===== src/rtl/pipe_skid_reg.sv =====
`default_nettype none
//==============================================================================
// Module      : pipe_skid_reg
// Description : One-stage valid/ready pipeline register with optional skid
//               buffer. An entry accepted into an empty stage is presented on
//               the output on the following cycle. out_data carries NOP_VAL
//               whenever out_valid is low.
//
//               Build option (macro PIPE_SKID_EN):
//                 defined   - two registers (main + skid). in_ready is a pure
//                             function of state (!skid_valid), which breaks
//                             the combinational out_ready -> in_ready path.
//                 undefined - main register only. in_ready =
//                             out_ready | !out_valid (combinational).
//
// Parameters  : DATA_W     payload width in bits
//               NOP_VAL    bubble payload driven while out_valid = 0
//
// Ports       : clk        rising-edge clock
//               rst        asynchronous, active-low reset
//               flush      drop every held entry (and any same-cycle accept)
//               in_valid   upstream entry present
//               in_ready   stage accepts an entry this cycle
//               in_data    upstream payload
//               out_valid  downstream entry present
//               out_ready  downstream consumes the entry this cycle
//               out_data   downstream payload (NOP_VAL when not valid)
//               occupancy  number of held entries, 0..2
//
// Revision    : 1.0 - initial release
//==============================================================================
module pipe_skid_reg #(
    parameter int                DATA_W  = 32,
    parameter logic [DATA_W-1:0] NOP_VAL = '0
) (
    input  logic              clk,
    input  logic              rst,
    input  logic              flush,
    input  logic              in_valid,
    output logic              in_ready,
    input  logic [DATA_W-1:0] in_data,
    output logic              out_valid,
    input  logic              out_ready,
    output logic [DATA_W-1:0] out_data,
    output logic [1:0]        occupancy
);

    logic              r_main_valid;
    logic [DATA_W-1:0] r_main_data;
    logic              w_accept;
    logic              w_consume;

    assign w_accept  = in_valid & in_ready;
    assign w_consume = r_main_valid & out_ready;

`ifdef PIPE_SKID_EN
    logic              r_skid_valid;
    logic [DATA_W-1:0] r_skid_data;

    // The skid register is only ever filled while main is full, so
    // !skid_valid is exactly "there is room for one more entry". Gating with
    // rst keeps in_ready low for the whole reset interval.
    assign in_ready = rst & ~r_skid_valid;

    always_ff @(posedge clk or negedge rst) begin
        if (!rst) begin
            r_main_valid <= 1'b0;
            r_main_data  <= NOP_VAL;
            r_skid_valid <= 1'b0;
            r_skid_data  <= NOP_VAL;
        end else if (flush) begin
            // Same-cycle accept and consume are both discarded.
            r_main_valid <= 1'b0;
            r_skid_valid <= 1'b0;
        end else if (!r_main_valid) begin
            // Empty stage: skid is necessarily empty as well.
            if (w_accept) begin
                r_main_valid <= 1'b1;
                r_main_data  <= in_data;
            end
        end else if (w_consume) begin
            if (r_skid_valid) begin
                // in_ready was low, so no accept can coincide with this move.
                r_main_data  <= r_skid_data;
                r_skid_valid <= 1'b0;
            end else if (w_accept) begin
                r_main_data  <= in_data;
            end else begin
                r_main_valid <= 1'b0;
            end
        end else if (w_accept) begin
            // Main is full and stalled: park the new entry in skid.
            r_skid_valid <= 1'b1;
            r_skid_data  <= in_data;
        end
    end

    assign occupancy = {r_main_valid & r_skid_valid, r_main_valid ^ r_skid_valid};
`else
    // Single register: room exists when empty or when the held entry leaves
    // in this same cycle.
    assign in_ready = rst & (out_ready | ~r_main_valid);

    always_ff @(posedge clk or negedge rst) begin
        if (!rst) begin
            r_main_valid <= 1'b0;
            r_main_data  <= NOP_VAL;
        end else if (flush) begin
            r_main_valid <= 1'b0;
        end else if (w_accept) begin
            r_main_valid <= 1'b1;
            r_main_data  <= in_data;
        end else if (w_consume) begin
            r_main_valid <= 1'b0;
        end
    end

    assign occupancy = {1'b0, r_main_valid};
`endif

    assign out_valid = r_main_valid;
    assign out_data  = r_main_valid ? r_main_data : NOP_VAL;

endmodule
`default_nettype wire


===== config.mk =====
export PLATFORM = sky130hd
export DESIGN_NAME = pipe_skid_reg
export DESIGN_NICKNAME = d
export VERILOG_FILES = /design/src/rtl/pipe_skid_reg.sv
export SDC_FILE = /design/constraint.sdc
export NUM_CORES = 1
export LEC_CHECK = 0
export ABC_AREA = 1
export BUFFER_PORTS_ARGS = -buffer_cell sky130_fd_sc_hd__buf_2
export CORE_AREA = 2 2 64 66
export DETAILED_ROUTE_END_ITERATION = 12
export DIE_AREA = 0 0 66 68
export GPL_TIMING_DRIVEN = 0
export PLACE_DENSITY_LB_ADDON = 0.1
export SYNTH_ARGS = -nofsm -noshare
export SYNTH_HDL_FRONTEND = slang
export SYNTH_SLANG_ARGS = --single-unit

===== constraint.sdc =====
create_clock -name clk -period 1.1 [get_ports clk]
set_input_delay 0.11 -clock clk [delete_from_list [all_inputs] [get_ports clk]]
set_output_delay 0.11 -clock clk [all_outputs]
set_load 0.02 [all_outputs]

==> impl_results.md, run 1 <==
- Placeable core region: 0.003856 mm^2
- Total via count in the routed design: 1656
- FP Rows: 23
- Startpoint Class: flop
- Final period util: 120.3%
- Syn. warnings: 0
- Maximum clock skew at final layout: 3.731 ps
- Flip-flop and latch area: 827.0 um^2
- Input/output buffers: 71
- Clock latency reported for the late side of the worst-skew pair: 280 ps
- Dpl cell area: 0.002117 mm^2
- Power Density: 1316 mW/mm^2
- Filler instances: 359
- H-tree depth: 2
- Die height: 68 um
- WL per Instance: 11.46 um
- Data arrival at the endpoint of the critical path: 1210 ps
- WP buf/inv: 4
- Count of endpoints failing setup in the final report: 68
- Clock Root Buffer: clkbuf_8
- Delay contributed by the slowest stage of the critical path: 410 ps
- Effective utilization at floorplan: 44.03%
- Worst-case setup margin in the final layout: -223.6 ps
- Post-synthesis average cell area: 7.718 um^2
- WL final: 4.091 mm
- Starting DRT DRC Count: 113
- Syn Nets: 257
- Count of cell types in the netlist: 13
- Crit path cell chain: buf_6, buf_6, nand2_1, inv_1, buf_4
- Count of flip-flops with a built-in enable after synthesis: 0
- Number of slew-limit violations in the final report: 0
- Min Clock Period, post-route: 1324 ps
- Result of the run: complete, but fails checks
- Weighted congestion reported at the end of routability-driven placement: 0.7418
- Cell taking the most area after synthesis: dfrtp_1
- Area of the die: 0.004488 mm^2
- Detailed-placement wirelength estimate: 2.885 mm
- CTS Buf Count: 5
- Synth Register Bits: 33
- Dominant cell type by count on the critical path: buf_6
- Overall power of the completed layout: 3.191 mW
- IO Count: 73
- Maximum VDD drop: 800.4 uV
- Die Width: 66 um
- Worst setup slack for register-to-register paths: -90 ps
- Footprint of the multi-input gates: 621.8 um^2
- Final Hold Vio Count: 33
- Maximum clock path buffer count: 2
- Total congestion overflow after global routing: 0
- Worst slack on hold paths: -306.0 ps
- Area share of the leading cell type in the synthesized netlist: 48.64%
- Lkg Pwr: 1.571 nW
- CP max-delay cell: dfrtp_2
- Data required time of the critical path: 990 ps
- Most used DFF post-synth: dfrtp_1
- Initial antenna violation count: 0
- Post-synthesis sequential area ratio: 48.64%
- DR vias/cell: 4.639
- Top cells by area in the synthesized netlist: dfrtp_1, nand2_1, nand4_1
- Post-layout nets: 343
- Unrepaired setup endpoints after global routing: true
- Share of flip-flops with an asynchronous set or reset after synthesis: 100.0%
- # DRC: 0
- Clock sink count: 33
- Critical path peak fanout: 10
- Worst-case reg-to-reg path depth: 6
- First-pass GRT wire length: 6.423 mm
- Post-Place Worst Slack: -491.7 ps
- Leading cell types by count after synthesis: nand2_1, inv_1, dfrtp_1, nand4_1, buf_2
- CTS tree: yes
- Cells after Synth: 220
- Count of placed standard cells including taps: 341
- Finished layout cell area: 0.002425 mm^2
- Remaining number of nets flagged by the antenna check after routing: 0
- Kind of cell with the highest combined delay on the critical path: buffers and inverters
- GRT Util Overall: 19.00%
- Clock transition at the register clock pins on the worst setup and hold paths after CTS: 70 ps
- Number of iterations in the first detailed-routing pass: 4
- Largest net degree at the start of global routing: 35
- Reported max-cap violation count: 0
- Library cell with the highest instance count after synthesis: nand2_1
- Final instance count without filler cells: 357
- Category of the worst setup path capture point: output port
- Achievable clock frequency: 755.5 MHz
- Synth-to-Final Area Change: 42.82%
- Synthesized cell area: 0.001698 mm^2
- Count of antenna diodes in the layout: 0
- Kind of critical path: flop to output port
- Tightest Hold Check Type: primary input to asynchronous set/reset pin
- Total stage count of the critical path: 5
- Fraction of layout cells with a size suffix above 1: 37.79%
- Violations in the final reports: hold timing, setup timing
- Number of global-route vias before repair: 1460
through the flow:
| stage | setup TNS, ps | util, % |
|---|---|---|
| 6_report | -9401 | 62.88 |
| 5_1_grt | -13410 | 62.88 |
| 4_1_cts | -10060 | 60.12 |
| 3_5_place_dp | -15940 | 54.90 |
| 3_3_place_gp | -15960 | 54.90 |
| 2_1_floorplan | -627.1 | - |
report_power, final:
| group | switching (mW) | internal [mW] | total [mW] | leakage [nW] |
|---|---|---|---|---|
| sequential | 0.110 | 1.42 | 1.53 | 0.409 |
| clock | 0.426 | 0.565 | 0.991 | 0.0542 |
| combinational | 0.378 | 0.295 | 0.673 | 1.11 |
| total | 0.914 | 2.28 | 3.19 | 1.57 |
worst reg2reg max path: cells and delay by family, from the launching register on:
| kind | cells | cell delay [ps] |
|---|---|---|
| and+or+nand+nor | 4 | 350 |
| buffers and inverters | 2 | 320 |
| DFF | 1 | 410 |
path summary, 6_finish.rpt:
path | start | to
min | rst | r_main_data[31]$_DFFE_PN0P_
max in group asynchronous | rst | out_valid$_DFFE_PN0P_
max | out_valid$_DFFE_PN0P_ | out_data[8]
min in group clk | flush | out_valid$_DFFE_PN0P_
min reg2reg | r_main_data[2]$_DFFE_PN0P_ | r_main_data[2]$_DFFE_PN0P_
max reg2reg | out_valid$_DFFE_PN0P_ | r_main_data[8]$_DFFE_PN0P_
flip-flops by register name, indices dropped and copies added (netlist names):
name	cells
out_valid	1
r_main_data	32
cells in the final DEF, fill, tap and decap left out, drive strengths merged:
cell type,n
a21boi,1
buf,97
clkbuf,8
clkinv,1
conb,1
dfrtp,33
inv,34
nand2,97
nand3,1
nand4,32
nor2,1
o21ai,1
metal layers:
layer / GRT usage [%] / vias to the layer above / routed length (um)
li1: - / 852 / -
met4: 6.888 / 0 / 44
met5: 0 / - / 0
met1: 24.13 / 756 / 1733
met3: 3.783 / 5 / 177
met2: 32.45 / 43 / 2136
timing repair:
| action | CTS | global route |
|---|---|---|
| buffers inserted | 4 | 2 |
| gates resized for setup | 20 | 34 |
| pin swaps | 0 | 0 |
| endpoints found under the hold margin | 33 | 33 |
| gates cloned | 2 | 0 |
| setup endpoints to repair | 66 | 68 |
area by class of cell:
type | instances | share of cell area (%)
well taps | 50 | 2.580
inverters | 34 | 5.263
repair buffers | 79 | 21.83
clock inverters | 1 | 0.2064
flip-flops and latches | 33 | 34.11
multi-input cells | 134 | 25.64
clock buffers | 7 | 3.973
plain buffers | 19 | 6.398
cells by family (layout without fill, tap and decap cells):
group / count (synthesis) / count (layout) / share of synthesized area, %
AOI/OAI and AO/OA: 2 / 2 / 0.7368
buffers and inverters: 53 / 140 / 15.03
DFF: 33 / 33 / 48.64
other: 1 / 1 / 0.2209
and+or+nand+nor: 131 / 131 / 35.37
Note: power is estimated with default switching activity, not from simulation.
==> inputs of run 2 (changes only) <==
CELL_PAD_IN_SITES_DETAIL_PLACEMENT = 1   (was not set)
CELL_PAD_IN_SITES_GLOBAL_PLACEMENT = 1   (was not set)
CORE_AREA = 2 2 75 77   (was 2 2 64 66)
DIE_AREA = 0 0 77 79   (was 0 0 66 68)
==> impl_results.md, run 2 (synthesized netlist as in run 1, its figures left out) <==
- Reported max-cap violation count: 0
- Clock Root Buffer: clkbuf_8
- Peak-usage layer in the global routing report: met2
- Placeable core region: 0.005338 mm^2
- Max FFs per register: 32
- Maximum clock skew at final layout: 10.24 ps
- Met3 Resource Use GR: 3.750%
- Most common cell after layout, fill and taps aside: buf_2
- Unrepaired setup endpoints after global routing: true
- Achievable clock frequency: 752.2 MHz
- First-pass GRT wire length: 8.549 mm
- Clock latency reported for the late side of the worst-skew pair: 290 ps
- Post-Place Worst Slack: -564.8 ps
- Starting DRT DRC Count: 44
- Count of endpoints failing setup in the final report: 67
- Count of placed standard cells including taps: 363
- # DRC: 0
- DR vias/cell: 4.394
- Startpoint Class: flop
- Psw: 1.011 mW
- Violations in the final reports: hold timing, setup timing
- Register containing the most flip-flops in the final layout: r_main_data
- H-tree depth: 2
- Remaining number of nets flagged by the antenna check after routing: 0
- Tightest Hold Check Type: primary input to asynchronous set/reset pin
- Net Sw Frac: 30.50%
- Detailed-placement wirelength estimate: 3.324 mm
- Largest net degree at the start of global routing: 35
- CTS tree: yes
- Internal power: 2.305 mW
- Final design utilization: 49.77%
- Data arrival at the endpoint of the critical path: 1500 ps
- Fraction of layout cells with a size suffix above 1: 49.84%
- Category of the worst setup path capture point: flop
- Most frequent cells in the layout: buf_2, nand2_1, nand2_2, inv_1
- Power Density: 1248 mW/mm^2
- Result of the run: complete, but fails checks
- Post-layout nets: 347
- Area of the die: 0.006083 mm^2
- Die Width: 77 um
- Die height: 79 um
- GR Layer Usage met1: 23.55%
- Portion of total power attributed to the clock network: 28.5%
- Final Hold Vio Count: 33
- Final period util: 120.9%
- Relative contribution of sequential cells to total power: 47.5%
- Total via count in the routed design: 1683
- Part of the power in combinational logic: 24.0%
- Total congestion overflow after global routing: 0
- Filler instances: 698
- Synth-to-Final Area Change: 56.45%
- Finished layout cell area: 0.002656 mm^2
- WL final: 5.039 mm
- Input/output buffers: 71
- Worst slack on hold paths: -297.3 ps
- GR Util met2: 29.39%
- IO Count: 73
- GRT Util Overall: 17.70%
- Lkg Pwr: 1.646 nW
- Worst-case setup margin in the final layout: -229.4 ps
- WL per Instance: 13.16 um
- FP Rows: 27
- Number of slew-limit violations in the final report: 0
- Initial antenna violation count: 0
- Number of iterations in the first detailed-routing pass: 4
- Final instance count without filler cells: 383
- Count of antenna diodes in the layout: 0
- Effective utilization at floorplan: 31.81%
- Critical path peak fanout: 6
- Dpl cell area: 0.002145 mm^2
- Data required time of the critical path: 1270 ps
- Clock transition at the register clock pins on the worst setup and hold paths after CTS: 70 ps
- Kind of critical path: flop to flop
- Maximum VDD drop: 702.1 uV
- Clock sink count: 33
- CTS Buf Count: 5
- Maximum clock path buffer count: 2
- Number of global-route vias before repair: 1779
- Min Clock Period, post-route: 1329 ps
- Weighted congestion reported at the end of routability-driven placement: 0.7125
## run 2: final timing paths
check | end | slack (ps) | start | depth (start not counted)
min reg2reg | r_main_data[3]$_DFFE_PN0P_ | 480 | r_main_data[3]$_DFFE_PN0P_ | 2
max | r_main_data[5]$_DFFE_PN0P_ | -230 | out_valid$_DFFE_PN0P_ | 8
min | r_main_data[23]$_DFFE_PN0P_ | -300 | rst | 1
max in group asynchronous | out_valid$_DFFE_PN0P_ | 1130 | rst | 1
max reg2reg | r_main_data[5]$_DFFE_PN0P_ | -230 | out_valid$_DFFE_PN0P_ | 8
min in group clk | out_valid$_DFFE_PN0P_ | 40 | flush | 2
## run 2: power by group through the flow
stage | combinational (mW) | clock, mW | sequential, mW
floorplan | 0.388 | 0 | 1.52
global placement | 0.601 | 0 | 1.54
detailed placement | 0.613 | 0 | 1.54
CTS | 0.742 | 0.992 | 1.54
global route | 0.893 | 1.03 | 1.60
finish | 0.797 | 0.945 | 1.57
## run 2: layer usage
metal | wire length, um | part of all wire [%]
met2 | 2443 | 48
met5 | 0 | 0
met3 | 244 | 4.8
met4 | 53 | 1.1
met1 | 2297 | 46
## run 2: what timing repair did
item	CTS	global route
gates resized for setup	55	39
setup buffers	9	0
pin swaps	0	5
hold endpoints to repair	33	33
setup endpoints to repair	67	68
cloned	3	1
## run 2: stage by stage
stage | total power [mW] | TNS [ps]
after floorplan | 1.908 | -627.1
after global placement | 2.139 | -18310
after detailed placement | 2.155 | -19090
after CTS | 3.278 | -14280
after global routing | 3.524 | -17080
final | 3.316 | -13240
## run 2: area by class of cell
class	instances	area (um^2)	share of cell area, %
plain buffers	19	180.2	6.783
clock buffers	8	90.09	3.391
inverters	34	127.6	4.805
multi-input cells	134	758.2	28.54
flip-flops and latches	33	827.0	31.14
well taps	72	90.09	3.391
repair buffers	83	583.1	21.95
## run 2: critical path, cell delays in order (launching register included)
cell,delay [ps]
dfrtp_2,410
buf_6,140
buf_6,110
nand2_4,60
nand3_4,100
buf_12,170
buf_8,130
nand2_2,50
nand2_1,50
